[src/rtl/sbox_sequencer_if.sv]
// Handshake and shared S-box lookup port bundle for sbox_sequencer.
// The slave modport is the sequencer's view; master is the surrounding logic.
interface sbox_sequencer_if;
    logic        in_valid;
    logic        in_ready;
    logic [47:0] in_data;
    logic        out_valid;
    logic        out_ready;
    logic [31:0] out_data;
    logic        flush;
    logic [2:0]  sbox_sel;
    logic [5:0]  sbox_in;
    logic [3:0]  sbox_out;

    modport slave (
        input  in_valid, in_data, out_ready, flush, sbox_out,
        output in_ready, out_valid, out_data, sbox_sel, sbox_in
    );

    modport master (
        output in_valid, in_data, out_ready, flush, sbox_out,
        input  in_ready, out_valid, out_data, sbox_sel, sbox_in
    );
endinterface

[src/rtl/sbox_sequencer.sv]
// Time-multiplexed DES S-layer: walks the eight 6-bit chunks of a 48-bit word
// through one externally muxed S-box port (S1..S8, one per clock) and returns
// the assembled 32-bit result over a valid/ready handshake.
//
// state | meaning
// ------+---------------------------------------------------------------
// IDLE  | waiting for a word; in_ready high
// RUN   | presenting chunk idx to S-box idx, capturing its nibble each edge
// DONE  | result complete; out_valid high, held until out_ready
module sbox_sequencer (
    input  logic               clk,
    input  logic               rst,
    sbox_sequencer_if.slave    bus
);
    typedef enum logic [1:0] {
        IDLE = 2'd0,
        RUN  = 2'd1,
        DONE = 2'd2
    } state_t;

    state_t      state_q;
    state_t      state_d;
    logic [2:0]  idx_q;
    logic [47:0] inreg_q;
    logic [31:0] result_q;
    logic [5:0]  chunk;

    // State register.
    always_ff @(posedge clk or posedge rst) begin
        if (rst) begin
            state_q <= IDLE;
        end else begin
            state_q <= state_d;
        end
    end

    // Next-state decode; flush overrides every transition.
    always_comb begin
        state_d = state_q;
        case (state_q)
            IDLE: if (bus.in_valid) state_d = RUN;
            RUN:  if (idx_q == 3'd7) state_d = DONE;
            DONE: if (bus.out_ready) state_d = IDLE;
            default: state_d = IDLE;
        endcase
        if (bus.flush) begin
            state_d = IDLE;
        end
    end

    // Datapath: input latch on accept, nibble capture and index advance in RUN.
    // Input and result registers survive a flush; only the index is cleared.
    always_ff @(posedge clk or posedge rst) begin
        if (rst) begin
            idx_q    <= 3'd0;
            inreg_q  <= 48'd0;
            result_q <= 32'd0;
        end else if (bus.flush) begin
            idx_q <= 3'd0;
        end else begin
            case (state_q)
                IDLE: begin
                    if (bus.in_valid) begin
                        inreg_q <= bus.in_data;
                        idx_q   <= 3'd0;
                    end
                end
                RUN: begin
                    for (int i = 0; i < 8; i++) begin
                        if (idx_q == 3'(i)) begin
                            result_q[31-4*i -: 4] <= bus.sbox_out;
                        end
                    end
                    idx_q <= idx_q + 3'd1;
                end
                default: ;
            endcase
        end
    end

    // Chunk mux: S1 takes the most significant six bits.
    always_comb begin
        chunk = 6'd0;
        for (int i = 0; i < 8; i++) begin
            if (idx_q == 3'(i)) begin
                chunk = inreg_q[47-6*i -: 6];
            end
        end
    end

    // All outputs are decodes of registered state; the lookup port is parked at zero outside RUN.
    assign bus.in_ready  = (state_q == IDLE);
    assign bus.out_valid = (state_q == DONE);
    assign bus.out_data  = result_q;
    assign bus.sbox_sel  = (state_q == RUN) ? idx_q : 3'd0;
    assign bus.sbox_in   = (state_q == RUN) ? chunk : 6'd0;
endmodule

[src/flat_wrapper.sv]
// flat-port wrapper written by rule: the top's interface ports become plain ports
module sbox_sequencer_flat 
  (clk, rst, bus_in_valid, bus_in_data, bus_out_ready, bus_flush, bus_sbox_out, bus_in_ready, bus_out_valid, bus_out_data, bus_sbox_sel, bus_sbox_in);
  sbox_sequencer_if bus_i ();
  input  logic clk;
  input  logic rst;
  input wire logic [$bits(bus_i.in_valid)-1:0] bus_in_valid;
  input wire logic [$bits(bus_i.in_data)-1:0] bus_in_data;
  input wire logic [$bits(bus_i.out_ready)-1:0] bus_out_ready;
  input wire logic [$bits(bus_i.flush)-1:0] bus_flush;
  input wire logic [$bits(bus_i.sbox_out)-1:0] bus_sbox_out;
  output wire logic [$bits(bus_i.in_ready)-1:0] bus_in_ready;
  output wire logic [$bits(bus_i.out_valid)-1:0] bus_out_valid;
  output wire logic [$bits(bus_i.out_data)-1:0] bus_out_data;
  output wire logic [$bits(bus_i.sbox_sel)-1:0] bus_sbox_sel;
  output wire logic [$bits(bus_i.sbox_in)-1:0] bus_sbox_in;
  assign bus_i.in_valid = bus_in_valid;
  assign bus_i.in_data = bus_in_data;
  assign bus_i.out_ready = bus_out_ready;
  assign bus_i.flush = bus_flush;
  assign bus_i.sbox_out = bus_sbox_out;
  assign bus_in_ready = bus_i.in_ready;
  assign bus_out_valid = bus_i.out_valid;
  assign bus_out_data = bus_i.out_data;
  assign bus_sbox_sel = bus_i.sbox_sel;
  assign bus_sbox_in = bus_i.sbox_in;
  sbox_sequencer u_core (.clk(clk), .rst(rst), .bus(bus_i));
endmodule
[config.mk]
export PLATFORM = sky130hd
export DESIGN_NAME = sbox_sequencer_flat
export DESIGN_NICKNAME = d
export VERILOG_FILES = /design/src/rtl/sbox_sequencer_if.sv /design/src/rtl/sbox_sequencer.sv /design/src/flat_wrapper.sv
export SDC_FILE = /design/constraint.sdc
export NUM_CORES = 1
export LEC_CHECK = 0
export BUFFER_PORTS_ARGS = -buffer_cell sky130_fd_sc_hd__buf_2
export CORE_MARGIN = 1.5
export CORE_UTILIZATION = 30
export DETAILED_ROUTE_END_ITERATION = 12
export HOLD_SLACK_MARGIN = 0.05
export PLACE_DENSITY_LB_ADDON = 0.12
export REMOVE_ABC_BUFFERS = 1
export SLEW_MARGIN = 0
export SYNTH_ARGS = -nofsm -noshare
export SYNTH_HDL_FRONTEND = slang
export SYNTH_SLANG_ARGS = --single-unit
[constraint.sdc]
create_clock -name clk -period 2.5 [get_ports clk]
set_input_delay 0.25 -clock clk [delete_from_list [all_inputs] [get_ports clk]]
set_output_delay 0.25 -clock clk [all_outputs]
set_load 0.03 [all_outputs]
# Word level (Yosys, flattened, before mapping)
# Cells that the tools add are included.
[totals] ff_bits=85 output_inout_bits=43 word_cells=57 inputBits=57
[classes] n_mux=18 n_reduce_logical=14 bitwise_logic=1 addsub=1 eq_ne=12
[op_table] op="6-bit 2-to-1 mux" count=9
[op_table] op="3-bit AND reduction" count=10
[op_table] op="3-bit == test (second input constant)" count=4
[op_table] op="3-bit 2-to-1 mux" count=3
[op_table] op="2-bit 2-to-1 mux" count=4
[op_table] op="3-bit by 2-bit == test with 1-bit output (second input constant)" count=2
[op_table] op="3-bit != test (second input constant)" count=2
[op_table] op="2-bit one-hot mux with 3 select lines" count=1
[op_table] op="3-bit one-hot mux with 2 select lines" count=1
[op_table] op="3-bit by 1-bit adder with 3-bit output (second input constant)" count=1
[op_table] op="3-bit by 1-bit == test with 1-bit output (second input constant)" count=1
[op_table] op="3-bit logical NOT" count=1
[op_table] op="3-bit by 2-bit != test with 1-bit output (second input constant)" count=1
[op_table] op="3-bit nonzero test" count=1
[op_table] op="2-bit by 1-bit == test with 1-bit output (second input constant)" count=1
[op_table] op="2-bit == test (second input constant)" count=1
[op_table] op="2-bit logical NOT" count=1
[op_table] op="2-bit AND reduction" count=1
[op_table] op="1-bit NOT" count=1

# Longest topological paths before layout
# Gate-level depths: netlist of run 1.
[depth] depth_word=10 ltp_mapped=7 ltp_nobuf=5

# Worst setup path after synthesis of run 1
# Ideal clock, no wire load.
[synth_path] kind="register to output" startpoint="reg u_core.idx_q[0]" endpoint="out bus_sbox_in[4]" slack_ns=0.425 path_stages_with_launch=7 required_time_ns=2.250 arrival_ns=1.825 path_buffers=1 cell_sequence="dfrtp_1 ha_1 ha_1 or2_2 clkbuf_1 a221oi_1 o311a_1"
[synth_via] elab_chain_cells=10 elab_cells_between_ends=17 cone_classes="eq/ne: 7; mux: 9; reduce/logical: 1"
[synth_lines] item="from (decl)" line_no="sbox_sequencer.sv:23" rtl="logic [2:0] idx_q;"
[synth_lines] item="from (signal assigned)" line_no="sbox_sequencer.sv:74" rtl="idx_q <= idx_q + 3'd1;"
[synth_lines] item="3-bit logical NOT" line_no="sbox_sequencer.sv:85" rtl="if (idx_q == 3'(i)) begin"
[synth_lines] item="6-bit 2-to-1 mux (7 in series)" line_no="sbox_sequencer.sv:85"
[synth_lines] item="6-bit 2-to-1 mux (*)" line_no="sbox_sequencer.sv:85"
[synth_lines] item="6-bit 2-to-1 mux (*)" line_no="sbox_sequencer.sv:96" rtl="assign bus.sbox_in = (state_q == RUN) ? chunk : 6'd0;"
[synth_lines] item="to (decl)" line_no="flat_wrapper.sv:16" rtl="output wire logic [$bits(bus_i.sbox_in)-1:0] bus_sbox_in;"
# Every way passes the cells marked *; elsewhere a longest branch is shown, timed or not.

# Worst setup path in the final report of run 1
[layout_path] startpoint="reg u_core.idx_q[0]" endpoint="out bus_sbox_in[5]"
# Same word-level chain as after synthesis.

==> results.sh, run 1 <==
export IMPL_hold_depth=3
export IMPL_yosys_top_cells_area="dfrtp_1, mux2_4, mux2_2"
export IMPL_cp_start_kind="register"
export IMPL_nFillCells=1296
export IMPL_hold_violations=0
export IMPL_drive_above_1_share=0.517
export IMPL_worst_r2r_setup_slack_ns=0.62
export IMPL_ys_flop_type="dfrtp_1"
export IMPL_dr_total_vias=2690
export IMPL_grt_use_met2=0.233
export IMPL_crit_type="register to output port"
export IMPL_met3_usage=0.0452
export IMPL_maxCapViolations=0
export IMPL_crit_cells=6
export IMPL_start_util=0.308
export IMPL_leakage_nw=2.52
export IMPL_dieWidth_um=120
export IMPL_syn_inst=299
export IMPL_max_slew_margin_rel=0.732
export IMPL_antenna_cells=0
export IMPL_ys_ff_latch=85
export IMPL_grt_pass1_wl_um=15700
export IMPL_dr_pass1_iters=4
export IMPL_grt_overflow_total=0
export IMPL_drt_iter0_markers=101
export IMPL_path_buf_inv=1
export IMPL_antenna_found_initial=0
export IMPL_reg2regPathDepth=6
export IMPL_tightest_slew_ns=0.402
export IMPL_synth_edf_count=0
export IMPL_fin_crit_sh=0.956
export IMPL_grt_max_degree=75
export IMPL_synth_cell_type_count=38
export IMPL_fin_nets=468
export IMPL_multiInputGateArea_um2=1820
export IMPL_yosys_top_cells_count="dfrtp_1, mux2_4, mux2_2, nand2_1, inv_1"
export IMPL_final_util=0.389
export IMPL_drc_errors=0
export IMPL_worstPathArrival_ns=2.14
export IMPL_total_power_mw=4.14
export IMPL_clock_fmax_mhz=419
export IMPL_rsz0062_at_grt="no"
export IMPL_power_per_cell_area_nw_per_um2=800
export IMPL_yosysMostFrequentCell="dfrtp_1"
export IMPL_num_io_pins=100
export IMPL_worstPathMaxFanout=6
export IMPL_core_area_um2=13300
export IMPL_gp_congestion=0.708
export IMPL_busiest_layer="met2"
export IMPL_postSynthAreaPerCell_um2=13.7
export IMPL_min_period_ns=2.39
export IMPL_area_growth_pct=26.2
export IMPL_grt_pass1_vias=2874
export IMPL_die_area_um2=14400
export IMPL_max_stage_delay_ns=0.42
export IMPL_required_ns=2.25
export IMPL_dpl_cell_area_um2=4780
export IMPL_tritoncts="built"
export IMPL_syn_area_um2=4100
export IMPL_synth_top_cell_by_area="dfrtp_1"
export IMPL_crit_top_cell="ha_1"
export IMPL_finalMaxSlewViolations=0
export IMPL_fin_area_um2=5170
export IMPL_rows=42
export IMPL_cts_sinks=85
export IMPL_seq_area_frac_synth=0.519
export IMPL_endpoint_kind="output port"
export IMPL_skew_ns=0.00722
export IMPL_synth_top_area_frac=0.519
export IMPL_setup_viol=0
export IMPL_synthArstFlopShare=1.00
export IMPL_cts_root_buf="clkbuf_16"
export IMPL_clockBufferDepth=2
export IMPL_worstSkewPairLatency_ns=0.34
export IMPL_cp_cell_sequence="ha_1, ha_1, or2_4, a221oi_1, o311a_1, clkbuf_4"
export IMPL_critPathSlowestCell="dfrtp_1"
export IMPL_clk_transition_reported_paths_ns=0.06
export IMPL_htreeDepth=3
export IMPL_place_hpwl_um=6980
export IMPL_wl_um=9980
export IMPL_irDropWorstVdd_mv=0.479
export IMPL_wl_per_cell_um=17.0
export IMPL_cp_top_family="compound AO/OA/AOI/OAI gates"
export IMPL_seqCellArea_um2=2130
export IMPL_die_h_um=120
export IMPL_viasPerCell=4.59
export IMPL_worstHoldPathType="input pin to register"
export IMPL_grt_util_met1=0.191
export IMPL_status="finished, final reports clean"
export IMPL_ant_nets=0
export IMPL_portBuffers=99
export IMPL_grtUsageTotal=0.146
export IMPL_cts_buffers=9
export IMPL_ys_warn_count=0
cell usage in the layout (no fill, tap or decap), types with 2 or more instances in the layout:
| cell | instances |
|---|---|
| and2_4 | 2 |
| nor2_1 | 8 |
| a22oi_1 | 2 |
| nand2_1 | 15 |
| bufinv_16 | 2 |
| dfrtp_1 | 85 |
| clkbuf_1 | 3 |
| nand3_1 | 2 |
| mux2_4 | 37 |
| o311a_1 | 6 |
| mux2_2 | 36 |
| o311ai_1 | 3 |
| o311ai_0 | 3 |
| nor3b_1 | 6 |
| a221oi_1 | 3 |
| buf_4 | 9 |
| nor4b_4 | 2 |
| clkbuf_16 | 9 |
| inv_2 | 2 |
| ha_1 | 5 |
| buf_12 | 2 |
| a221oi_2 | 3 |
| a21oi_1 | 6 |
| nor2b_1 | 9 |
| buf_2 | 96 |
| a22o_1 | 6 |
| o21a_1 | 6 |
| inv_1 | 8 |
| o21ai_0 | 6 |
| nand3b_1 | 6 |
| clkbuf_4 | 3 |
layout make-up:
type                       count  area share
multi-input combinational    185       0.353
sequential                    85       0.411
inverter                      12     0.00895
clock buffer                  13      0.0484
tap                          176      0.0426
clock inverter                 3      0.0133
timing repair buffer         112       0.123
cell families after synthesis:
logic type | share of synthesized area
muxes | 0.237
DFF | 0.519
and+or+nand+nor | 0.0864
AOI/OAI and AO/OA | 0.0913
buffers and inverters | 0.0479
adders and majority gates | 0.0183
power by group:
group	switching, mW	total, mW	internal (mW)
Clock	0.524	1.43	0.906
Combinational	0.472	0.934	0.463
Sequential	0.150	1.77	1.62
timing repair:
item / CTS / global route
setup endpoints to repair: 6 / 6
buffers inserted: 0 / 1
resized for setup: 3 / 17
endpoints found under the hold margin: 11 / 0
pin swaps: 1 / 3
hold buffers: 1 / 0
metal layers:
layer  wire, um  share of wire  vias to the layer above
li1           -              -                     1289
met1       4720           0.47                     1344
met2       4740           0.48                       52
met3        408          0.041                        5
met4        111          0.011                        0
met5          0              0                        -
per-stage QoR:
| stage | TNS [ns] | hold WS [ns] | std cells | worst slack [ns] |
|---|---|---|---|---|
| 6_report | 0 | 0.122 | 586 | 0.111 |
| 5_1_grt | 0 | 0.125 | 586 | 0.00190 |
| 4_1_cts | 0 | 0.111 | 585 | 0.0144 |
| 3_5_place_dp | 0 | 0.181 | 568 | 0.306 |
| 3_3_place_gp | 0 | 0.177 | 568 | 0.409 |
| 2_1_floorplan | -127.50 | 0.316 | 282 | -2.68 |
tightest hold or removal path, delay by kind of cell:
family	cells	cell delay [ns]
buffers and inverters	1	0.08
AO/OA/AOI/OAI	1	0.06
AND/OR/NAND/NOR	1	0.03
path summary, 6_finish.rpt:
| check | start | to |
|---|---|---|
| min reg2reg | u_core.bus.out_data[27] | u_core.bus.out_data[27] |
| min | bus_in_data[30] | u_core.inreg_q[30] |
| max reg2reg | u_core.idx_q[0] | u_core.bus.out_data[3] |
| max | u_core.idx_q[0] | bus_sbox_in[5] |
| max in group asynchronous | rst | u_core.state_q[1] |
| min in group asynchronous | rst | u_core.bus.out_data[29] |
state kept, by name, indices dropped and copies added, names as in the netlist:
name and count:
u_core.state_q 2, u_core.idx_q 3, u_core.bus.out_data 32, u_core.inreg_q 48
Power figures use the tool's default switching activity.
==> inputs of run 2 (changes only) <==
Settings changed: CORE_ASPECT_RATIO from default to 0.9, CTS_CLUSTER_SIZE from default to 28, TNS_END_PERCENT from default to 1.
==> results.sh, run 2 (synthesis gave the netlist of run 1 again) <==
export IMPL_status="finished, final reports clean"
export IMPL_max_stage_delay_ns=0.39
export IMPL_cp_cell_sequence="inv_2, ha_1, and2_1, a22o_1, o311a_1, buf_4"
export IMPL_portBuffers=99
export IMPL_max_slew_margin_rel=0.662
export IMPL_path_buf_inv=2
export IMPL_p_seq_frac=0.423
export IMPL_hp_start="bus_in_data[32]"
export IMPL_cts_root_buf="clkbuf_16"
export IMPL_regMostFlops="u_core.inreg_q"
export IMPL_leakage_nw=2.50
export IMPL_final_util=0.386
export IMPL_cp_start_kind="register"
export IMPL_dieWidth_um=126
export IMPL_endpoint_kind="output port"
export IMPL_grt_overflow_total=0
export IMPL_fin_crit_sh=0.963
export IMPL_die_area_um2=14400
export IMPL_seqCellArea_um2=2130
export IMPL_antenna_cells=0
export IMPL_fin_nets=465
export IMPL_antenna_found_initial=0
export IMPL_total_power_mw=4.19
export IMPL_drive_above_1_share=0.523
export IMPL_skew_ns=0.00642
export IMPL_clockBufferDepth=2
export IMPL_worst_r2r_startpoint="u_core.idx_q[1]"
export IMPL_hold_path_end="u_core.inreg_q[32]"
export IMPL_clkPwrFrac=0.350
export IMPL_p_sw_mw=1.21
export IMPL_postCtsSetupRepairBufs=0
export IMPL_wl_um=10000
export IMPL_grt_pass1_wl_um=16300
export IMPL_reg2regPathDepth=6
export IMPL_min_period_ns=2.41
export IMPL_num_io_pins=100
export IMPL_setup_ws_ns=0.0934
export IMPL_r2r_end="u_core.bus.out_data[3]"
export IMPL_dp_cells=558
export IMPL_wl_per_cell_um=17.5
export IMPL_start_util=0.307
export IMPL_dr_pass1_iters=4
export IMPL_final_cells=575
export IMPL_drc_errors=0
export IMPL_viasPerCell=4.71
export IMPL_power_per_cell_area_nw_per_um2=811
export IMPL_dpl_cell_area_um2=4760
export IMPL_core_area_um2=13400
export IMPL_largest_register_ffs=48
export IMPL_required_ns=2.25
export IMPL_tritoncts="built"
export IMPL_area_growth_pct=26.0
export IMPL_cts_buffers=9
export IMPL_gp_congestion=0.727
export IMPL_p_comb_frac=0.227
export IMPL_final_common_cell="buf_2"
export IMPL_hold_violations=0
export IMPL_final_cell_mix="buf_2, dfrtp_1, mux2_4"
export IMPL_critPathSlowestCell="dfrtp_1"
export IMPL_crit_type="register to output port"
export IMPL_grtUsageTotal=0.151
export IMPL_fin_area_um2=5160
export IMPL_worstPathArrival_ns=2.16
export IMPL_place_hpwl_um=7050
export IMPL_worstHoldPathType="input pin to register"
export IMPL_swShare=0.289
export IMPL_irDropWorstVdd_mv=0.305
export IMPL_setup_viol=0
export IMPL_nFillCells=1320
export IMPL_grt_max_degree=59
export IMPL_clock_fmax_mhz=416
export IMPL_worst_r2r_setup_slack_ns=0.59
export IMPL_tns_ns=0
export IMPL_tightest_slew_ns=0.506
export IMPL_drt_iter0_markers=106
export IMPL_worstPathMaxFanout=7
export IMPL_finalMaxSlewViolations=0
export IMPL_worstSkewPairLatency_ns=0.35
export IMPL_rsz0062_at_grt="no"
export IMPL_clk_transition_reported_paths_ns=0.06
export IMPL_maxCapViolations=0
export IMPL_dr_total_vias=2706
export IMPL_ant_nets=0
export IMPL_htreeDepth=3
export IMPL_post_place_ws_ns=0.228
export IMPL_grt_pass1_vias=2864
export IMPL_multiInputGateArea_um2=1850
export IMPL_cp_top_family="compound AO/OA/AOI/OAI gates"
export IMPL_internal_power_mw=2.98
export IMPL_rows=40
export IMPL_die_h_um=114
export IMPL_hold_depth=3
export IMPL_holdWs_ns=0.117
export IMPL_cts_sinks=85
## run 2: cell types whose count changed in the layout (fill, tap and decap cells not counted), moves of 2 or more
cell,delta
buf_2,+2
ha_2,+2
clkbuf_1,-2
buf_4,-3
inv_6,+2
ha_1,-2
clkbuf_4,-3
## run 2: worst max path at each step
stage | from | endpoint | slack [ns] | cells after the start
finish | u_core.idx_q[0] | bus_sbox_in[4] | 0.09 | 6
global route | u_core.idx_q[1] | bus_sbox_in[4] | 0.002 | 7
CTS | u_core.idx_q[1] | bus_sbox_in[1] | 0.0001 | 6
detailed placement | u_core.idx_q[0] | bus_sbox_in[4] | 0.23 | 6
global placement | u_core.idx_q[0] | bus_sbox_in[5] | 0.26 | 6
floorplan | u_core.state_q[1] | u_core.inreg_q[42] | -2.68 | 2
## run 2: power groups by stage
| stage | Clock [mW] | Combinational [mW] | Sequential [mW] |
|---|---|---|---|
| after floorplan | 0 | 0.527 | 1.90 |
| after global placement | 0 | 0.916 | 1.80 |
| after detailed placement | 0 | 0.925 | 1.80 |
| after CTS | 1.51 | 0.942 | 1.77 |
| after global routing | 1.57 | 1.03 | 1.80 |
| final | 1.46 | 0.950 | 1.77 |
## run 2: area by class of cell
cell class              count  share of cell area
flip-flops and latches     85               0.412
multi-input cells         185               0.357
repair buffers            109               0.118
clock buffers              10              0.0443
well taps                 168              0.0407
clock inverters             6              0.0182
inverters                  12             0.00897
## run 2: worst min-delay path: stages
cell,delay (ns)
buf_2,0.07
nand2_1,0.03
o21ai_0,0.06
## run 2: timing repair
action,4_1_cts,5_1_grt
setup endpoints to repair,6,6
resized for setup,4,16
pin swaps,0,2
hold buffers,1,0
endpoints found under the hold margin,27,0
gates cloned,0,0
## run 2: metal layers
metal / GRT usage / part of all wire / vias up
li1: - / - / 1287
met3: 0.0455 / 0.042 / 11
met5: 0 / 0 / -
met4: 0.0414 / 0.011 / 0
met1: 0.210 / 0.50 / 1347
met2: 0.230 / 0.44 / 61
